**src/rtl/key_sender.sv**
```systemverilog
// One-hot tenkey transmitter: captures a packed BCD code via start/ready and replays it digit by digit.
// Optional KEY_SENDER_CLOSE_EN inserts a one-cycle close strobe before the first digit.
module key_sender #(
  parameter int DIGITS   = 4,
  parameter int HOLD_CYC = 1,
  parameter int GAP_CYC  = 0
) (
  input  logic                  clk,
  input  logic                  reset,
  input  logic                  start,
  input  logic [4*DIGITS-1:0]   code,
  input  logic                  abort,
  output logic                  ready,
  output logic                  busy,
  output logic [9:0]            tenkey,
  output logic                  close,
  output logic                  done,
  output logic                  err
);

  localparam int MAX_HG = (HOLD_CYC > GAP_CYC) ? HOLD_CYC : GAP_CYC;
  localparam int MAXV   = (MAX_HG > DIGITS) ? MAX_HG : DIGITS;
  localparam int CW     = (MAXV > 1) ? $clog2(MAXV) : 1;
  localparam int GAP_M1 = (GAP_CYC > 0) ? GAP_CYC - 1 : 0;

  localparam logic [CW-1:0] HOLD_LAST  = CW'(HOLD_CYC - 1);
  localparam logic [CW-1:0] GAP_LAST   = CW'(GAP_M1);
  localparam logic [CW-1:0] DIGIT_LAST = CW'(DIGITS - 1);

  typedef enum logic [2:0] {
    S_IDLE  = 3'd0,
`ifdef KEY_SENDER_CLOSE_EN
    S_CLOSE = 3'd1,
`endif
    S_HOLD  = 3'd2,
    S_GAP   = 3'd3,
    S_DONE  = 3'd4
  } state_t;

  state_t                state_reg, state_next;
  logic [4*DIGITS-1:0]   shift_reg, shift_next;
  logic [CW-1:0]         idx_reg, idx_next;
  logic [CW-1:0]         cnt_reg, cnt_next;
  logic [9:0]            tenkey_reg, tenkey_next;
  logic                  done_reg, done_next;
  logic                  err_reg, err_next;
  logic                  busy_reg, busy_next;
  logic                  ready_reg, ready_next;
  logic [DIGITS-1:0]     digit_bad;
  logic                  code_bad;

  // Any non-BCD digit rejects the whole request.
  genvar gi;
  generate
    for (gi = 0; gi < DIGITS; gi++) begin : g_check
      assign digit_bad[gi] = (code[4*gi+3 -: 4] > 4'd9);
    end
  endgenerate
  assign code_bad = |digit_bad;

  always_comb begin
    state_next = state_reg;
    shift_next = shift_reg;
    idx_next   = idx_reg;
    cnt_next   = cnt_reg;
    err_next   = 1'b0;
    case (state_reg)
      S_IDLE: begin
        if (start) begin
          if (code_bad) begin
            err_next = 1'b1;
          end else begin
            shift_next = code;
            idx_next   = '0;
            cnt_next   = '0;
`ifdef KEY_SENDER_CLOSE_EN
            state_next = S_CLOSE;
`else
            state_next = S_HOLD;
`endif
          end
        end
      end
`ifdef KEY_SENDER_CLOSE_EN
      S_CLOSE: begin
        cnt_next   = '0;
        state_next = S_HOLD;
      end
`endif
      S_HOLD: begin
        if (cnt_reg == HOLD_LAST) begin
          cnt_next = '0;
          if (idx_reg == DIGIT_LAST) begin
            state_next = S_DONE;
          end else begin
            idx_next   = idx_reg + 1'b1;
            shift_next = shift_reg >> 4;
            state_next = (GAP_CYC > 0) ? S_GAP : S_HOLD;
          end
        end else begin
          cnt_next = cnt_reg + 1'b1;
        end
      end
      S_GAP: begin
        if (cnt_reg == GAP_LAST) begin
          cnt_next   = '0;
          state_next = S_HOLD;
        end else begin
          cnt_next = cnt_reg + 1'b1;
        end
      end
      S_DONE: begin
        state_next = S_IDLE;
      end
      default: begin
        state_next = S_IDLE;
      end
    endcase

    if (abort && state_reg != S_IDLE) begin
      state_next = S_IDLE;
      idx_next   = '0;
      cnt_next   = '0;
    end

    // Outputs are decoded from the next state so they register in step with it.
    tenkey_next = (state_next == S_HOLD) ? (10'b1 << shift_next[3:0]) : 10'b0;
    done_next   = (state_next == S_DONE);
    busy_next   = (state_next != S_IDLE);
    ready_next  = (state_next == S_IDLE);
  end

  always_ff @(posedge clk or negedge reset) begin
    if (!reset) begin
      state_reg  <= S_IDLE;
      shift_reg  <= '0;
      idx_reg    <= '0;
      cnt_reg    <= '0;
      tenkey_reg <= '0;
      done_reg   <= 1'b0;
      err_reg    <= 1'b0;
      busy_reg   <= 1'b0;
      ready_reg  <= 1'b1;
    end else begin
      state_reg  <= state_next;
      shift_reg  <= shift_next;
      idx_reg    <= idx_next;
      cnt_reg    <= cnt_next;
      tenkey_reg <= tenkey_next;
      done_reg   <= done_next;
      err_reg    <= err_next;
      busy_reg   <= busy_next;
      ready_reg  <= ready_next;
    end
  end

`ifdef KEY_SENDER_CLOSE_EN
  logic close_reg;
  always_ff @(posedge clk or negedge reset) begin
    if (!reset) close_reg <= 1'b0;
    else        close_reg <= (state_next == S_CLOSE);
  end
  assign close = close_reg;
`else
  assign close = 1'b0;
`endif

  assign tenkey = tenkey_reg;
  assign done   = done_reg;
  assign err    = err_reg;
  assign busy   = busy_reg;
  assign ready  = ready_reg;

endmodule
```
**config.mk**
```make
export PLATFORM = sky130hd
export DESIGN_NAME = key_sender
export DESIGN_NICKNAME = d
export VERILOG_FILES = /design/src/rtl/key_sender.sv
export SDC_FILE = /design/constraint.sdc
export NUM_CORES = 1
export LEC_CHECK = 0
export CAP_MARGIN = 10
export CORE_UTILIZATION = 51
export CTS_CLUSTER_SIZE = 40
export DETAILED_ROUTE_END_ITERATION = 8
export PLACE_DENSITY = 0.79
export SETUP_SLACK_MARGIN = 0.05
export SLEW_MARGIN = 25
export SYNTH_ARGS = -nofsm -noshare
export SYNTH_HDL_FRONTEND = slang
export SYNTH_SLANG_ARGS = --single-unit
```
**constraint.sdc**
```tcl
create_clock -name clk -period 2.41 [get_ports clk]
set_clock_uncertainty 0.15 [all_clocks]
set_input_delay 0.6025 -clock clk [delete_from_list [all_inputs] [get_ports clk]]
set_output_delay 0.6025 -clock clk [all_outputs]
set_load 0.01 [all_outputs]
```
==> impl_metrics.json <==
{
  "antenna_found_initial": 0,
  "yosysSeqAreaShare": 0.524,
  "timing_hold_violations_final": 0,
  "min_path_type": "flop to flop",
  "yosysWarningCount": 0,
  "power_w": 0.00170,
  "p_leak_nw": 1.16,
  "num_vias": 1440,
  "period_needed_ns": 2.31,
  "post_cts_buffers": 0,
  "finalWorstSetupSlack_ns": 0.0964,
  "grt_first_pass_wirelength_um": 6240,
  "crit_path_max_incr_delay_ns": 0.50,
  "port_buffers": 33,
  "outcome": "finished clean",
  "coreArea_sq_um": 3340,
  "dpl_worst_slack_ns": -0.373,
  "cp-start-kind": "primary input",
  "path_cells": "clkdlybuf4s50_1, o21ai_1, and4_4, a32o_2, a311oi_4, nor4b_2",
  "ys_types": 44,
  "finalSetupViolations": 0,
  "drc": 0,
  "globalRoute.totalOverflow": 0,
  "max_freq_mhz": 432,
  "synth_mux_area_frac": 0.0127,
  "rsz0062_at_grt": "true",
  "dieArea_sq_um": 3710,
  "track_usage": 0.235,
  "drv_cap": 0,
  "path_clk_slew_ns": 0.10,
  "power.density_nw_per_um2": 704,
  "nNetsFinal": 237,
  "cp_data_arrival_time_ns": 2.42,
  "synthArstFlopShare": 1.00,
  "clockBufferDepth": 2,
  "synthSimpleGateAreaFrac": 0.174,
  "synth.avg_cell_area_sq_um": 11.3,
  "crit_slowest_cell": "clkdlybuf4s50_1",
  "numCtsBuffers": 5,
  "dpl.cell_count": 253,
  "antenna_left": 0,
  "drt_pass1_iterations": 4,
  "critPathKind": "primary input to flop",
  "synth_compound_area_frac": 0.214,
  "cts_tree": "built",
  "ys_top_cells_by_area": "dfrtp_1, a22o_1, a21o_1, nor4_1, nand2_1",
  "vias_per_cell": 5.52,
  "worstPathMaxFanout": 8,
  "synth_top_area_frac": 0.509,
  "yosys_register_bits": 37,
  "htree_num_levels": 2,
  "drt_iter0_markers": 32,
  "fin_setup_tns_ns": 0,
  "synth-edff-count": 0,
  "layout-drive-gt1-share": 0.247,
  "synth_xor_area_frac": 0,
  "required_ns": 2.51,
  "crit_path_end_kind": "flop",
  "dp_hpwl_um": 2980,
  "routed_wl_um": 3940,
  "synth_top_flop_cell": "dfrtp_1",
  "gp_congestion": 1.04,
  "largest_reg_flops": 16,
  "cts_hold_buf": 0,
  "fillerInstances": 252,
  "irDropWorstVdd_uv": 366,
  "io_pins": 35,
  "clk_latency_ns": 0.35,
  "regArea_sq_um": 927,
  "grt_max_degree": 38,
  "areaGrowthSynthToFinish_pct": 36.7,
  "synth_nets": 180,
  "syn_area_sq_um": 1770,
  "initial_core_util": 0.530,
  "die_w_um": 60.9,
  "multi_input_area_sq_um": 797,
  "stdcell_count": 261,
  "synth_largest_area_cell": "dfrtp_1",
  "root_buffer": "clkbuf_4",
  "antennaDiodeCount": 0,
  "cts.sinks": 37,
  "rrSetupSlack_ns": 0.17,
  "rows": 21,
  "synth_top_family_by_area": "compound AO/OA/AOI/OAI gates",
  "fin_crit_sh": 0.960,
  "drv_slew": 0,
  "wl_per_cell_um": 15.1,
  "die_h_um": 60.9,
  "postSynthCellCount": 157,
  "grt_pass1_vias": 1426,
  "synth_fa_ha_area_frac": 0.0212
}
synthesized netlist by cell type, types with 3 or more instances:
cell type  count
nor4_1         8
nor2_1         9
ha_1           3
a21o_1         9
nand2_1       11
dfrtp_1       36
o21ai_0        7
nand2b_1       3
nor4b_1        4
a22o_1        14
inv_1         10
cells in the final DEF (no fill, tap or decap), types with 6 or more instances in the layout:
cell	n
dfrtp_1	36
clkdlybuf4s50_1	33
buf_4	24
a22o_1	14
inv_1	10
nand2_1	10
nor2_1	9
a21o_1	9
nor4_1	7
o21ai_1	6
worst max-delay path: cells and delay by family:
family,cells,cell delay (ns)
compound gates,3,0.82
buf+inv,1,0.50
simple gates,2,0.49
timing repair:
| action | in CTS | in global routing |
|---|---|---|
| pin swaps | 1 | 2 |
| endpoints found under the setup margin | 2 | 24 |
| gates resized for setup | 2 | 11 |
report_power, final:
group / internal [W] / leakage [nW] / switching, W
Combinational: 0.000248 / 0.618 / 0.000220
Sequential: 0.000720 / 0.495 / 0.0000649
Clock: 0.000248 / 0.0455 / 0.000202
Total: 0.00122 / 1.16 / 0.000486
worst paths after layout:
kind                               start             to  depth (start not counted)
max in group asynchronous          reset          ready                          2
min reg2reg                shift_reg[11]  shift_reg[11]                          1
max                              code[7]      tenkey[6]                          6
min in group asynchronous          reset   shift_reg[5]                          2
max reg2reg                   cnt_reg[0]      tenkey[6]                          8
min                        shift_reg[11]  shift_reg[11]                          1
cell type report:
type,count,share of cell area
Tap cell,46,0.0238
Clock buffer,7,0.0228
Sequential cell,37,0.383
Timing Repair Buffer,57,0.211
Clock inverter,1,0.0124
Multi-Input combinational cell,102,0.330
Inverter,11,0.0171
logic make-up after synthesis:
kind of cell               Yosys count
and+or+nand+nor                     50
buffers and inverters               18
muxes                                2
adders and majority gates            3
other                                1
DFF                                 37
AOI/OAI and AO/OA                   46
metrics by stage:
stage | hold slack [ns] | util | cell area [sq um]
final | 0.338 | 0.725 | 2420
after global placement | 0.312 | 0.685 | 2290
after floorplan | 0.157 | - | 1770
after detailed placement | 0.317 | 0.685 | 2290
after global routing | 0.355 | 0.725 | 2420
after CTS | 0.341 | 0.713 | 2380
metal layers:
metal | GRT usage | vias up | part of all wire
met1 | 0.266 | 703 | 0.41
met4 | 0.123 | 0 | 0.029
met2 | 0.405 | 37 | 0.52
li1 | - | 687 | -
met5 | 0 | - | 0
met3 | 0.0661 | 13 | 0.037
Note: power is estimated with default switching activity, not from simulation.
